$ cat config.mk
export PLATFORM = sky130hd
export DESIGN_NAME = uart_tx_queue_flat
export DESIGN_NICKNAME = d
export VERILOG_FILES = /design/src/rtl/uart_tx_queue_if.sv /design/src/rtl/uart_tx_queue.sv /design/src/flat_wrapper.sv
export SDC_FILE = /design/constraint.sdc
export NUM_CORES = 1
export LEC_CHECK = 0
export ABC_AREA = 1
export CELL_PAD_IN_SITES_DETAIL_PLACEMENT = 1
export CELL_PAD_IN_SITES_GLOBAL_PLACEMENT = 1
export CORE_ASPECT_RATIO = 1.5
export CORE_MARGIN = 3
export CORE_UTILIZATION = 49
export DETAILED_ROUTE_END_ITERATION = 8
export GPL_TIMING_DRIVEN = 0
export PLACE_DENSITY = 0.88
export SLEW_MARGIN = 20
export SYNTH_ARGS = -nofsm -noshare
export SYNTH_HDL_FRONTEND = slang
export SYNTH_SLANG_ARGS = --single-unit
$ cat constraint.sdc
create_clock -name clk -period 3.7 [get_ports clk]
set_clock_uncertainty 0.15 [all_clocks]
set_input_delay 0.74 -clock clk [delete_from_list [all_inputs] [get_ports clk]]
set_output_delay 0.74 -clock clk [all_outputs]
set_load 0.02 [all_outputs]
$ cat src/rtl/uart_tx_queue_if.sv
// rtl/uart_tx_queue_if.sv - push/status/serial bundle between debug controller and uart_tx_queue
interface uart_tx_queue_if;
  logic       tx_write;
  logic [7:0] tx_bus;
  logic       tx_full;
  logic       tx_done;
  logic       tx_idle;
  logic       tx_overflow;
  logic       tx;

  modport master (
    output tx_write, tx_bus,
    input  tx_full, tx_done, tx_idle, tx_overflow, tx
  );

  modport slave (
    input  tx_write, tx_bus,
    output tx_full, tx_done, tx_idle, tx_overflow, tx
  );
endinterface

$ cat src/rtl/uart_tx_queue.sv
// rtl/uart_tx_queue.sv - byte FIFO feeding an 8N1 LSB-first UART transmitter
// Define UART_TX_PARITY_EN to insert an even-parity bit between DATA and STOP.
module uart_tx_queue #(
  parameter int BAUD_DIV = 5208,
  parameter int FIFO_AW  = 4
) (
  input  logic           clk,
  input  logic           reset_n,
  uart_tx_queue_if.slave bus
);
  localparam int          DEPTH     = 1 << FIFO_AW;
  localparam int          CNT_W     = FIFO_AW + 1;
  localparam logic [15:0] BAUD_LAST = 16'(BAUD_DIV - 1);

  typedef enum logic [2:0] {S_IDLE, S_START, S_DATA, S_PARITY, S_STOP} state_t;

  logic [7:0]         mem_q [DEPTH];
  logic [FIFO_AW-1:0] wr_ptr_q, rd_ptr_q;
  logic [CNT_W-1:0]   count_q, count_d;
  logic               full, empty, push, pop;
  logic               overflow_q;

  state_t      state_q, state_d;
  logic [15:0] baud_q, baud_d;
  logic [2:0]  bit_q, bit_d;
  logic [7:0]  shift_q, shift_d;
  logic        baud_last;
  logic        tx_q, tx_d, done_q, done_d, idle_q, idle_d;
  logic        par_bit;

  assign full      = (count_q == CNT_W'(DEPTH));
  assign empty     = (count_q == '0);
  // A write while full is dropped even if a pop frees a slot in the same cycle.
  assign push      = bus.tx_write && !full;
  assign baud_last = (baud_q == BAUD_LAST);

  assign bus.tx_full     = full;
  assign bus.tx_done     = done_q;
  assign bus.tx_idle     = idle_q;
  assign bus.tx_overflow = overflow_q;
  assign bus.tx          = tx_q;

  always_comb begin
    count_d = count_q;
    if (push && !pop) begin
      count_d = count_q + CNT_W'(1);
    end else if (!push && pop) begin
      count_d = count_q - CNT_W'(1);
    end
  end

  always_ff @(posedge clk) begin
    if (push) begin
      mem_q[wr_ptr_q] <= bus.tx_bus;
    end
  end

  always_ff @(posedge clk or negedge reset_n) begin
    if (!reset_n) begin
      wr_ptr_q   <= '0;
      rd_ptr_q   <= '0;
      count_q    <= '0;
      overflow_q <= 1'b0;
    end else begin
      if (push) begin
        wr_ptr_q <= wr_ptr_q + FIFO_AW'(1);
      end
      if (pop) begin
        rd_ptr_q <= rd_ptr_q + FIFO_AW'(1);
      end
      count_q <= count_d;
      if (bus.tx_write && full) begin
        overflow_q <= 1'b1;
      end
    end
  end

`ifdef UART_TX_PARITY_EN
  logic par_q;

  always_ff @(posedge clk or negedge reset_n) begin
    if (!reset_n) begin
      par_q <= 1'b0;
    end else if (pop) begin
      par_q <= ^mem_q[rd_ptr_q];
    end
  end

  assign par_bit = par_q;
`else
  assign par_bit = 1'b1;
`endif

  // State register; line outputs are registered from the current state, so
  // tx/tx_done/tx_idle trail the state by one cycle.
  always_ff @(posedge clk or negedge reset_n) begin
    if (!reset_n) begin
      state_q <= S_IDLE;
      baud_q  <= '0;
      bit_q   <= '0;
      shift_q <= '0;
      tx_q    <= 1'b1;
      done_q  <= 1'b0;
      idle_q  <= 1'b1;
    end else begin
      state_q <= state_d;
      baud_q  <= baud_d;
      bit_q   <= bit_d;
      shift_q <= shift_d;
      tx_q    <= tx_d;
      done_q  <= done_d;
      idle_q  <= idle_d;
    end
  end

  always_comb begin
    state_d = state_q;
    pop     = 1'b0;
    shift_d = shift_q;
    bit_d   = bit_q;
    // Every state is left on its last baud cycle, so wrapping here also reloads on entry.
    baud_d  = (state_q == S_IDLE || baud_last) ? 16'd0 : baud_q + 16'd1;
    case (state_q)
      S_IDLE: begin
        bit_d = '0;
        if (!empty) begin
          pop     = 1'b1;
          shift_d = mem_q[rd_ptr_q];
          state_d = S_START;
        end
      end
      S_START: begin
        if (baud_last) begin
          state_d = S_DATA;
        end
      end
      S_DATA: begin
        if (baud_last) begin
          shift_d = {1'b0, shift_q[7:1]};
          bit_d   = bit_q + 3'd1;
          if (bit_q == 3'd7) begin
`ifdef UART_TX_PARITY_EN
            state_d = S_PARITY;
`else
            state_d = S_STOP;
`endif
          end
        end
      end
      S_PARITY: begin
        if (baud_last) begin
          state_d = S_STOP;
        end
      end
      S_STOP: begin
        if (baud_last) begin
          if (!empty) begin
            pop     = 1'b1;
            shift_d = mem_q[rd_ptr_q];
            state_d = S_START;
          end else begin
            state_d = S_IDLE;
          end
        end
      end
      default: state_d = S_IDLE;
    endcase
  end

  always_comb begin
    tx_d   = 1'b1;
    done_d = 1'b0;
    idle_d = 1'b0;
    case (state_q)
      S_IDLE:   idle_d = empty;
      S_START:  tx_d   = 1'b0;
      S_DATA:   tx_d   = shift_q[0];
      S_PARITY: tx_d   = par_bit;
      S_STOP:   done_d = baud_last;
      default:  tx_d   = 1'b1;
    endcase
  end
endmodule

$ cat src/flat_wrapper.sv
// flat-port wrapper written by rule: the top's interface ports become plain ports
module uart_tx_queue_flat 
#(
  parameter int BAUD_DIV = 5208,
  parameter int FIFO_AW  = 4
)
  (clk, reset_n, bus_tx_write, bus_tx_bus, bus_tx_full, bus_tx_done, bus_tx_idle, bus_tx_overflow, bus_tx);
  uart_tx_queue_if bus_i ();
  input  logic clk;
  input  logic reset_n;
  input wire logic [$bits(bus_i.tx_write)-1:0] bus_tx_write;
  input wire logic [$bits(bus_i.tx_bus)-1:0] bus_tx_bus;
  output wire logic [$bits(bus_i.tx_full)-1:0] bus_tx_full;
  output wire logic [$bits(bus_i.tx_done)-1:0] bus_tx_done;
  output wire logic [$bits(bus_i.tx_idle)-1:0] bus_tx_idle;
  output wire logic [$bits(bus_i.tx_overflow)-1:0] bus_tx_overflow;
  output wire logic [$bits(bus_i.tx)-1:0] bus_tx;
  assign bus_i.tx_write = bus_tx_write;
  assign bus_i.tx_bus = bus_tx_bus;
  assign bus_tx_full = bus_i.tx_full;
  assign bus_tx_done = bus_i.tx_done;
  assign bus_tx_idle = bus_i.tx_idle;
  assign bus_tx_overflow = bus_i.tx_overflow;
  assign bus_tx = bus_i.tx;
  uart_tx_queue #(.BAUD_DIV(BAUD_DIV), .FIFO_AW(FIFO_AW)) u_core (.clk(clk), .reset_n(reset_n), .bus(bus_i));
endmodule
### After elaboration in Yosys (flattened, before gate mapping)

Memory sizes are Yosys's and may differ from the RTL's.
Cells that the tools add are included.

* word-level logic and storage cells: 72
* memories kept: 1
* register bits: 47
* bits of input ports: 11
* bits in writable memories: 128

* mux-type cells: 25
* reductions and logical operators: 16
* equality and inequality tests: 13
* $add $sub $neg: 6

Memories
* u_core.mem_q: depth 16, width 8, rd ports 1, clocked after memory_dff 0, wr ports 1, line uart_tx_queue.sv:17 `logic [7:0] mem_q [DEPTH];`

Operator list (number)
* $mux W8: 3
* $pmux W8 S3: 1
* $mux W3: 7
* $add A16 B1 Y16 const B: 1
* $eq A16 B13 Y1 const B: 1
* $mux W16: 1
* $pmux W3 S5: 1
* $mux W5: 2
* $ne A2 B1 Y1 const B: 5
* $add A4 B1 Y4 const B: 2
* $mux W1: 7
* $eq A3 B2 Y1 const B: 2
* $eq A3 B3 Y1 const B: 2
* $pmux W3 S2: 1
* $reduce_and A6 Y1: 1
* $add A5 B1 Y5 const B: 1
* $eq A5 B5 Y1 const B: 1
* $logic_not A5 Y1: 1
* $sub A5 B1 Y5 const B: 1
* $logic_and A1 B1 Y1: 4
* $pmux W1 S2: 2
* $reduce_bool A2 Y1: 2
* $add A3 B1 Y3 const B: 1
* $eq A3 B1 Y1 const B: 1
* 7 further kinds: 9

### Depth between registers and ports, before layout

Gate-level depths: netlist of the first run.

* depth after elaboration: 7
* depth in mapped cells: 17
* gate-level depth less buffers: 16

### Worst setup path before layout of the first run

OpenSTA, ideal clock, no wires.

* path type: reg-to-reg
* start: register u_core.baud_q[0]
* end: register u_core.count_q[4]
* path slack: 1.045 ns
* path buffers: 1
* data arrival time: 2.379 ns
* library setup time: 0.126 ns
* data required time: 3.424 ns
* cell stages (with the launch flop): 18
* cells stage by stage: dfrtp_1 > ha_1 > nand2_1 > inv_1 > nand2_1 > nor2_4 > nand2_2 > nand2_4 > nand2_4 > buf_2 > ha_1 > inv_1 > ha_1 > a21oi_1 > o21ai_0 > xor2_1 > nand2_1 > o21ai_0

* word-level cells in the longest chain between the ends: 6
* elaborated cells between the ends (all ways): 8
* those cells by class: eq/ne: 1; mux: 3; reduce/logical: 4

RTL lines
* from (decl): line uart_tx_queue.sv:24 `logic [15:0] baud_q, baud_d;`
* from (signal assigned): line uart_tx_queue.sv:107 `baud_q <= baud_d;`
* $eq A16 B13 Y1 (*): line uart_tx_queue.sv:35 `assign baud_last = (baud_q == BAUD_LAST);`
* $mux W1 (*): line uart_tx_queue.sv:156 `if (baud_last) begin`
* $pmux W1 S2 (*): line uart_tx_queue.sv:123 `case (state_q)`
* $logic_not A1 Y1: line uart_tx_queue.sv:45 `if (push && !pop) begin`
* $logic_and A1 B1 Y1: line uart_tx_queue.sv:45
* $mux W5 or $reduce_bool A2 Y1 (tied branches)
* to (signal assigned): line uart_tx_queue.sv:71 `count_q <= count_d;`
* to (decl): line uart_tx_queue.sv:19 `logic [CNT_W-1:0] count_q, count_d;`

Mark *: on every way between the ends. The rest lies on a longest branch, timed or not.
A chain may end at the register's enable or synchronous reset.

### Worst setup path after layout of the first run

Same ends and word-level chain as after synthesis.

==> impl_metrics.csv, run 1 <==
group,metric,value,unit
clock_tree,cts_root_buffer,"clkbuf_16",
clock_tree,ctsHoldBuffers,0,
placed_design,numPortBuffers,15,
synth,synth.ff_latch_count,175,
clock_tree,cts.clk_slew.worst_paths,0.07,ns
setup_path,startpoint_type,"register",
synth,synth_cell_types,36,
pwr,power.density,540,nW/um^2
setup_path,path_class,"reg -> reg",
clock_tree,cts_setup_buffers,0,
timing,fmax,0.318,GHz
setup_path,path_delay_family,"adder cells",
setup_path,critPathBufInv,3,
routing,ant_nets,0,
global_route,grt_overflow,0,
routing,drt_iter0_drc,505,
setup_path,path_cells,"ha_1 -> nand2_1 -> inv_1 -> nand2_1 -> nor2_4 -> nand2_2 -> nand2_4 -> nand2_4 -> buf_2 -> ha_1 -> inv_1 -> ha_1 -> a21oi_1 -> o21ai_0 -> xor2_1 -> nand2_1 -> o21ai_0",
synth,synthCells,795,
layout,final_nets,855,
clock_tree,clockBufferDepth,2,
floorplan,fp.dieH,161,um
floorplan,fp.dieW,109,um
routing,drt_pass1_iterations,5,
routing,route.vias.total,5957,
clock_tree,cts_buffers,17,
synth,syn-cell-area,7860,sq um
layout,fill_cells,1766,
floorplan,die_area,17600,sq um
timing,rsz0062_at_grt,"no",
synth,synth.avg_cell_area,9.88,sq um
placed_design,globalplace.congestion,0.853,
synth,synth_area_leaders,"edfxtp_1 49%, dfrtp_1 14%, nand2_1 13%, nand3_1 5.1%, nor2_1 3.2%",
placed_design,dpl.hpwl,14.9,mm
timing,tightest_slew,0.969,ns
setup_path,cp.arrival,3.33,ns
layout,drive_gt1_share,7.35,%
routing,wl_per_cell,21.4,um
clock_tree,cts_resized,0,
global_route,grt_pass1_wl,34.7,mm
layout,antenna-diode-count,0,
placed_design,place_inst,1014,
run,cap_violations,0,
pwr,p_leak,3.65,nW
layout,area_growth,12.8,%
clock_tree,cts_tree,"yes",
synth,yosysWarningCount,0,
global_route,grt_antenna_before_repair,0,
timing,maxSlewViolCount,0,
setup_path,endpoint_kind,"register",
synth,async_reset_ff_share,26.9,%
synth,netlist.top_cell.by_area,"edfxtp_1",
setup_path,max_stage_delay,0.37,ns
timing,hold_viol_final,0,
floorplan,io_pins,16,
floorplan,rows,56,
layout,design_area,8860,sq um
synth,synth_most_common_cell,"nand2_1",
setup_path,critical_path.max_fanout,10,
run_status,status,"complete, no violations",
clock_tree,clk_latency,0.46,ns
timing,fin_ws,0.554,ns
setup_path,critPathSlowestCell,"dfrtp_1",
synth,yosys-top-cells-count,"274 x nand2_1, 128 x edfxtp_1, 80 x nand3_1, 66 x nor2_1, 56 x inv_1",
synth,synth_top_cell_area_share,48.9,%
setup_path,cp.required,3.89,ns
global_route,grt_pass1_vias,6585,
timing,slew_headroom,35.2,%
floorplan,initial_core_util,50.1,%
synth,synth_edf_count,128,
layout,stdcell_count,1046,
layout,fin_util,56.5,%
synth,ys.flop_type,"edfxtp_1",
timing,fin_setup_tns,0,ns
timing,fin_crit,3.15,ns
routing,viasPerCell,5.70,
hold_path,worstHoldPathType,"in -> async",
synth,yosysSeqAreaShare,63.9,%
routing,totalWireLength,22.4,mm
placed_design,dpl_cell_area,8280,sq um
floorplan,core_area,15700,sq um
clock_tree,h-tree-depth,4,
synth,synth_nets,820,
pwr,vdd_drop_max,0.000486,V
timing,fin_crit_sh,85.0,%
global_route,track_usage,26.8,%
placed_design,place_ws,0.559,ns
routing,drcViolationCount,0,
timing,finalSetupViolCount,0,
global_route,grt_max_degree,33,
clock_tree,clock-sinks,175,
-- report_power, final --
group	switching, mW	internal [mW]	leakage (nW)
Clock	0.896	0.905	0.279
Combinational	0.415	0.178	1.63
Sequential	0.0889	2.30	1.75
Total	1.40	3.38	3.65
-- layout make-up --
cell class	instances	area [sq um]	area share (%)
Multi-Input combinational cell	527	2460	27.8
Tap cell	203	254	2.87
Sequential cell	175	5020	56.7
Buffer	31	138	1.55
Inverter	62	233	2.63
Clock buffer	17	425	4.80
Timing Repair Buffer	16	165	1.86
Clock inverter	15	163	1.84
-- worst register-to-register path: cells and delay by family, from the launching register on --
kind | cells | cell delay, ns
adders and majority gates | 3 | 0.77
and+or+nand+nor | 7 | 0.70
buffers and inverters | 3 | 0.49
DFF | 1 | 0.37
AOI/OAI and AO/OA | 3 | 0.35
xor gates and xnor gates | 1 | 0.18
-- registers in the layout, summed over array words and instances (netlist names) --
name	flops
u_core.count_q	5
u_core.bus.tx_idle	1
u_core.state_q	3
u_core.baud_q	16
u_core.rd_ptr_q	4
u_core.bit_q	3
u_core.shift_q	8
u_core.bus.tx_done	1
u_core.bus.tx	1
u_core.bus.tx_overflow	1
u_core.wr_ptr_q	4
u_core.mem_q	128
-- through the flow --
step / hold WS, ns / total power, mW
final: 0.0559 / 4.78
after global routing: 0.0687 / 4.95
after CTS: 0.0554 / 4.78
after detailed placement: 0.305 / 3.00
after global placement: 0.287 / 2.92
after floorplan: 0.283 / 2.76
-- per-layer routing --
layer / global-route usage, % / wire (um) / vias to the layer above
li1: - / - / 2698
met1: 27.5 / 7940 / 2935
met2: 48.5 / 12300 / 220
met3: 5.08 / 913 / 104
met4: 16.8 / 1240 / 0
met5: 0 / 0 / -
-- worst paths after layout --
kind / slack (ns) / end / start / depth (start not counted)
max reg2reg: 0.55 / u_core.count_q[4] / u_core.baud_q[0] / 17
min reg2reg: 0.32 / u_core.baud_q[0] / u_core.baud_q[0] / 1
max in group asynchronous: 2.77 / u_core.bus.tx / reset_n / 2
max: 0.55 / u_core.count_q[4] / u_core.baud_q[0] / 17
min in group clk: 0.32 / u_core.baud_q[0] / u_core.baud_q[0] / 1
min: 0.06 / u_core.baud_q[5] / reset_n / 1
-- layout by cell type, fill, tap and decap left out, types with 11 or more instances in the layout --
cell	Yosys	routed
inv_1	56	56
ha_1	13	13
xor2_1	11	11
nor2_1	66	66
clkbuf_16	0	17
nand3_1	80	80
clkbuf_1	20	20
dfrtp_1	45	45
edfxtp_1	128	128
clkdlybuf4s50_1	0	14
a21oi_1	16	16
nor3_1	12	12
o21ai_0	19	19
nand2_1	274	274
-- cells by family (layout without fill, tap and decap cells) --
family                   Yosys count  after routing  synth area share [%]
AND/OR/NAND/NOR                  452            452                  24.0
flip-flops                       175            175                  63.9
buffers and inverters             93            141                  4.71
AO/OA/AOI/OAI                     46             46                  3.26
XOR/XNOR                          15             15                  1.77
adder cells (fa/ha/maj)           14             14                  2.33
(Power assumes the default switching activity.)
==> run 2, diff against run 1 <==
--- a/config.mk
+++ b/config.mk
@@ -5,15 +5,15 @@
 export SDC_FILE = /design/constraint.sdc
 export NUM_CORES = 1
 export LEC_CHECK = 0
-export ABC_AREA = 1
+export ABC_AREA = 0
 export CELL_PAD_IN_SITES_DETAIL_PLACEMENT = 1
 export CELL_PAD_IN_SITES_GLOBAL_PLACEMENT = 1
 export CORE_ASPECT_RATIO = 1.5
-export CORE_MARGIN = 3
-export CORE_UTILIZATION = 49
+export CORE_UTILIZATION = 50
+export CTS_CLUSTER_DIAMETER = 80
 export DETAILED_ROUTE_END_ITERATION = 8
 export GPL_TIMING_DRIVEN = 0
-export PLACE_DENSITY = 0.88
+export PLACE_DENSITY = 0.84
 export SLEW_MARGIN = 20
 export SYNTH_ARGS = -nofsm -noshare
 export SYNTH_HDL_FRONTEND = slang
==> impl_metrics.csv, run 2 <==
group,metric,value,unit
run_status,status,"complete, no violations",
synth,synth_most_common_cell,"edfxtp_1",
clock_tree,cts_buffers,17,
setup_path,critical_path.max_fanout,4,
synth,netlist.top_cell.by_area,"edfxtp_1",
layout,top_regs,"u_core.mem_q x128, u_core.baud_q x16, u_core.shift_q x8",
timing,timing.hold.ws,0.115,ns
setup_path,cp.required,3.91,ns
routing,ant_nets,0,
synth,synth_edf_count,128,
layout,most-common-layout-cells,"128 x edfxtp_1, 45 x nor2_1, 45 x dfrtp_1, 26 x mux4_2, 23 x mux2_2",
layout,drive_gt1_share,20.2,%
timing,slew_headroom,45.9,%
global_route,grt_overflow,0,
global_route,grt_pass1_vias,4355,
pwr,pwr-share-seq,50.1,%
timing,hold_viol_final,0,
clock_tree,h-tree-depth,4,
pwr,power.density,570,nW/um^2
synth,ys.flop_type,"edfxtp_1",
timing,fin_crit_sh,92.0,%
layout,largest_reg_flops,128,
run,cap_violations,0,
synth,synth_area_leaders,"edfxtp_1 52%, dfrtp_1 15%, mux4_2 8.0%, mux2_2 3.5%, nor2_1 2.3%",
layout,final_nets,522,
synth,synth.ff_latch_count,175,
clock_tree,clock-sinks,175,
synth,syn-cell-area,7340,sq um
floorplan,die_area,15200,sq um
floorplan,fp.dieH,150,um
pwr,p_sw_share,25.9,%
pwr,p_leak,2.96,nW
layout,area_growth,14.2,%
pwr,p_int,3.54,mW
setup_path,startpoint_type,"register",
routing,drt_iter0_drc,170,
placed_design,dpl.hpwl,10.7,mm
synth,synth_top_cell_area_share,52.3,%
clock_tree,cts_root_buffer,"clkbuf_16",
layout,max_flop_register,"u_core.mem_q",
synth,synth_cell_types,47,
floorplan,io_pins,16,
synth,yosys-top-cells-count,"128 x edfxtp_1, 45 x dfrtp_1, 45 x nor2_1, 26 x mux4_2, 23 x mux2_2",
global_route,grt_pass1_wl,24.5,mm
synth,synthCells,459,
clock_tree,cts_tree,"yes",
setup_path,cp.arrival,3.61,ns
synth,yosysSeqAreaShare,68.4,%
floorplan,initial_core_util,51.7,%
timing,fmax,0.294,GHz
routing,drt_pass1_iterations,4,
timing,maxSlewViolCount,0,
routing,viasPerCell,5.71,
global_route,grt_antenna_before_repair,0,
routing,wl_per_cell,22.5,um
pwr,pwr-share-comb,12.5,%
layout,final_common_cell,"edfxtp_1",
timing,tightest_slew,0.805,ns
floorplan,fp.dieW,101,um
timing,rsz0062_at_grt,"no",
routing,totalWireLength,15.8,mm
setup_path,path_class,"reg -> reg",
pwr,vdd_drop_max,0.000482,V
routing,drcViolationCount,0,
setup_path,endpoint_kind,"register",
hold_path,worstHoldPathType,"in -> async",
synth,synth.avg_cell_area,16.0,sq um
timing,fin_setup_tns,0,ns
clock_tree,ctsHoldBuffers,0,
global_route,grt_max_degree,28,
placed_design,numPortBuffers,15,
synth,yosysWarningCount,0,
synth,synth_nets,484,
layout,antenna-diode-count,0,
clock_tree,clk_latency,0.44,ns
routing,route.vias.total,4006,
pwr,pwr-share-clk,37.4,%
placed_design,globalplace.congestion,0.791,
global_route,track_usage,23.1,%
pwr,p_switching,1.24,mW
floorplan,core_area,14200,sq um
clock_tree,cts.clk_slew.worst_paths,0.07,ns
timing,finalSetupViolCount,0,
synth,async_reset_ff_share,26.9,%
clock_tree,clockBufferDepth,2,
floorplan,rows,53,
timing,fin_crit,3.40,ns
[run 2: worst paths after layout]
path,endpoint,slack (ns),cells past startpoint,start
max in group asynchronous,u_core.bus.tx,2.69,2,reset_n
hold reg to reg,u_core.baud_q[0],0.31,1,u_core.baud_q[0]
hold / removal,u_core.wr_ptr_q[3],0.12,1,reset_n
setup reg to reg,u_core.count_q[4],0.30,14,u_core.baud_q[0]
setup / recovery,u_core.count_q[4],0.30,14,u_core.baud_q[0]
min in group clk,u_core.baud_q[0],0.31,1,u_core.baud_q[0]
[run 2: timing repair]
item | 4_1_cts | 5_1_grt
pin swaps | 1 | 2
endpoints found under the setup margin | 1 | 1
buffers inserted | 0 | 3
resized for setup | 1 | 0
[run 2: layout make-up]
class	instances	area, sq um
multi-input combinational	251	2190
fill	1327	5810
clock inverter	14	158
timing repair buffer	19	188
tap	192	240
buffer	24	126
inverter	9	33.8
clock buffer	18	429
sequential	175	5020
[run 2: critical path, stage by stage, from the launching register on]
cell,delay (ns)
dfrtp_1,0.37
ha_1,0.25
nor4bb_1,0.30
nand4_1,0.13
buf_4,0.18
a211oi_4,0.26
inv_1,0.10
ha_1,0.26
inv_1,0.14
ha_1,0.27
nor2b_1,0.14
o21a_1,0.18
or3_1,0.30
a21oi_1,0.18
xnor2_1,0.13
[run 2: cells by family (layout without fill, tap and decap cells)]
| logic type | count (synthesis) | in the layout | share of synthesized area [%] |
|---|---|---|---|
| DFF | 175 | 175 | 68.4 |
| xor gates and xnor gates | 24 | 24 | 2.86 |
| and+or+nand+nor | 110 | 110 | 7.19 |
| muxes | 57 | 57 | 12.6 |
| adders and majority gates | 14 | 14 | 2.49 |
| buffers and inverters | 33 | 84 | 2.18 |
| AOI/OAI and AO/OA | 46 | 46 | 4.29 |
[run 2: metal layers]
metal,track usage [%],vias up,routed length (um)
met4,10.1,0,430
met3,5.39,27,505
met1,25.2,2074,5860
met5,0,-,0
li1,-,1812,-
met2,42.5,93,9030
[run 2: through the flow]
| stage | total power [mW] | setup WS [ns] | instances | cell area [sq um] | util (%) |
|---|---|---|---|---|---|
| finish | 4.78 | 0.296 | 702 | 8390 | 59.1 |
| global route | 4.96 | 0.0226 | 702 | 8390 | 59.1 |
| CTS | 4.81 | 0.0197 | 699 | 8350 | 58.9 |
| detailed placement | 3.02 | -0.0319 | 667 | 7760 | 54.7 |
| global placement | 2.95 | 0.0895 | 666 | 7730 | 54.5 |
| floorplan | 2.78 | 0.559 | 459 | 7340 | - |
[run 2: power by group through the flow]
| stage | logic (mW) | registers (mW) | clock network, mW |
|---|---|---|---|
| floorplan | 0.380 | 2.40 | 0 |
| global placement | 0.537 | 2.41 | 0 |
| detailed placement | 0.587 | 2.43 | 0 |
| CTS | 0.601 | 2.39 | 1.82 |
| global route | 0.669 | 2.41 | 1.89 |
| finish | 0.597 | 2.39 | 1.79 |
==> run 3, diff against run 2 <==
--- a/config.mk
+++ b/config.mk
@@ -8,13 +8,12 @@
 export ABC_AREA = 0
 export CELL_PAD_IN_SITES_DETAIL_PLACEMENT = 1
 export CELL_PAD_IN_SITES_GLOBAL_PLACEMENT = 1
-export CORE_ASPECT_RATIO = 1.5
 export CORE_UTILIZATION = 50
 export CTS_CLUSTER_DIAMETER = 80
 export DETAILED_ROUTE_END_ITERATION = 8
 export GPL_TIMING_DRIVEN = 0
 export PLACE_DENSITY = 0.84
-export SLEW_MARGIN = 20
+export SLEW_MARGIN = 25
 export SYNTH_ARGS = -nofsm -noshare
 export SYNTH_HDL_FRONTEND = slang
 export SYNTH_SLANG_ARGS = --single-unit
==> impl_metrics.csv, run 3 (same netlist as run 2, synthesis figures left out) <==
group,metric,value,unit
layout,most-common-layout-cells,"128 x edfxtp_1, 45 x nor2_1, 45 x dfrtp_1, 26 x mux4_2, 23 x mux2_2",
pwr,power.density,562,nW/um^2
hold_path,worstHoldPathType,"in -> async",
layout,final_nets,520,
clock_tree,clockBufferDepth,2,
timing,finalSetupViolCount,0,
timing,fin_crit,3.40,ns
global_route,met2_usage,40.0,%
global_route,grt_antenna_before_repair,0,
global_route,track_usage,23.5,%
pwr,p_switching,1.21,mW
layout,top_regs,"u_core.mem_q x128, u_core.baud_q x16, u_core.shift_q x8",
routing,route.vias.total,4019,
setup_path,critPathSlowestCell,"dfrtp_1",
clock_tree,cts_root_buffer,"clkbuf_16",
pwr,pwr-share-clk,35.9,%
setup_path,critPathBufInv,2,
clock_tree,clk_latency,0.44,ns
timing,tightest_slew,0.895,ns
pwr,p_leak,2.94,nW
layout,design_area,8310,sq um
global_route,grt_pass1_vias,4377,
layout,max_flop_register,"u_core.mem_q",
setup_path,worst-path-stages,13,
placed_design,numPortBuffers,15,
layout,final_common_cell,"edfxtp_1",
layout,area_growth,13.1,%
clock_tree,cts_buffers,17,
pwr,vdd_drop_max,0.000382,V
floorplan,fp.dieH,123,um
setup_path,regToRegSetupSlack,0.30,ns
setup_path,path_cells,"ha_1 -> nor4bb_1 -> nand4_1 -> a211oi_4 -> inv_1 -> ha_1 -> inv_1 -> ha_1 -> nor2b_1 -> o21a_1 -> or3_1 -> a21oi_1 -> xnor2_1",
timing,rsz0062_at_grt,"no",
layout,fill_cells,1309,
global_route,grt_overflow,0,
setup_path,critical_path.max_fanout,4,
run_status,status,"complete, no violations",
layout,antenna-diode-count,0,
routing,totalWireLength,16.1,mm
floorplan,die_area,15200,sq um
layout,largest_reg_flops,128,
placed_design,place_ws,-0.0605,ns
setup_path,cp.arrival,3.59,ns
floorplan,fp.dieW,123,um
global_route,grt_max_degree,48,
run,cap_violations,0,
routing,drcViolationCount,0,
floorplan,io_pins,16,
floorplan,core_area,14100,sq um
timing,fin_ws,0.301,ns
setup_path,path_common_cell,"ha_1",
floorplan,rows,43,
setup_path,path_delay_family,"simple AND/OR/NAND/NOR gates",
clock_tree,h-tree-depth,4,
pwr,total_power,4.66,mW
pwr,p_int,3.46,mW
setup_path,rr_worst_depth,13,
pwr,pwr-share-comb,12.8,%
routing,drt_pass1_iterations,4,
setup_path,startpoint_type,"register",
setup_path,cp.required,3.89,ns
placed_design,globalplace.congestion,0.818,
floorplan,initial_core_util,52.1,%
global_route,groute.layer.met3.usage,5.49,%
global_route,grt_pass1_wl,24.7,mm
clock_tree,cts.clk_slew.worst_paths,0.07,ns
pwr,p_sw_share,25.9,%
routing,viasPerCell,5.85,
layout,drive_gt1_share,19.5,%
timing,hold_viol_final,0,
setup_path,max_stage_delay,0.37,ns
timing,maxSlewViolCount,0,
timing,slew_headroom,39.8,%
clock_tree,clock-sinks,175,
setup_path,endpoint_kind,"register",
global_route,top_usage_layer,"met2",
routing,wl_per_cell,23.4,um
routing,drt_iter0_drc,275,
routing,ant_nets,0,
timing,fmax,0.294,GHz
timing,fin_crit_sh,91.9,%
setup_path,path_class,"reg -> reg",
global_route,use_met1,29.0,%
placed_design,dpl.hpwl,10.1,mm
placed_design,dpl_cell_area,7740,sq um
pwr,pwr-share-seq,51.3,%
clock_tree,cts_tree,"yes",
-- run 3: cell types whose count changed in the layout (fill, tap and decap cells not counted) --
cell / change
clkbuf_1: +1
inv_6: +2
buf_2: -1
buf_12: -1
clkinv_1: +1
nor4_1: -1
clkinvlp_4: -2
clkinv_2: +1
inv_8: -2
bufinv_16: -1
clkinv_4: -1
nor4_2: +1
-- run 3: layout make-up --
class                           instances  area, sq um  share of cell area (%)
Buffer                                 24          126                    1.52
Timing Repair Buffer                   17          163                    1.96
Clock buffer                           19          433                    5.21
Tap cell                              180          225                    2.71
Sequential cell                       175         5020                    60.5
Multi-Input combinational cell        251         2190                    26.4
Clock inverter                         12          108                    1.30
Inverter                                9         33.8                   0.407
-- run 3: timing repair --
action	4_1_cts	5_1_grt
setup buffers	1	1
hold endpoints to repair	0	0
pin swaps	1	1
gates resized for setup	1	1
setup endpoints to repair	1	1
hold buffers	0	0
-- run 3: power by group through the flow --
stage                     clock [mW]  sequential (mW)  combinational, mW
after floorplan                    0             2.40              0.380
after global placement             0             2.41              0.532
after detailed placement           0             2.43              0.588
after CTS                       1.70             2.39              0.605
after global routing            1.77             2.41              0.654
final                           1.67             2.39              0.597
-- run 3: through the flow --
stage	util, %	hold slack [ns]	instances	TNS, ns
6_report	58.9	0.169	687	0
5_1_grt	58.9	0.217	687	0
4_1_cts	58.8	0.187	686	0
3_5_place_dp	54.9	0.304	654	-0.0605
3_3_place_gp	54.8	0.287	654	0
2_1_floorplan	-	0.283	459	0
-- run 3: final timing paths --
check / start / endpoint
min reg2reg: u_core.bus.tx_overflow / u_core.bus.tx_overflow
max reg2reg: u_core.baud_q[0] / u_core.count_q[4]
max: u_core.baud_q[0] / u_core.count_q[4]
min: reset_n / u_core.rd_ptr_q[2]
max in group asynchronous: reset_n / u_core.wr_ptr_q[3]
min in group clk: u_core.bus.tx_overflow / u_core.bus.tx_overflow
-- run 3: routing by layer --
metal  wire length (um)  share of wire, %
met5                  0                 0
met3                787               4.9
met2               8520                53
met1               6480                40
met4                293               1.8
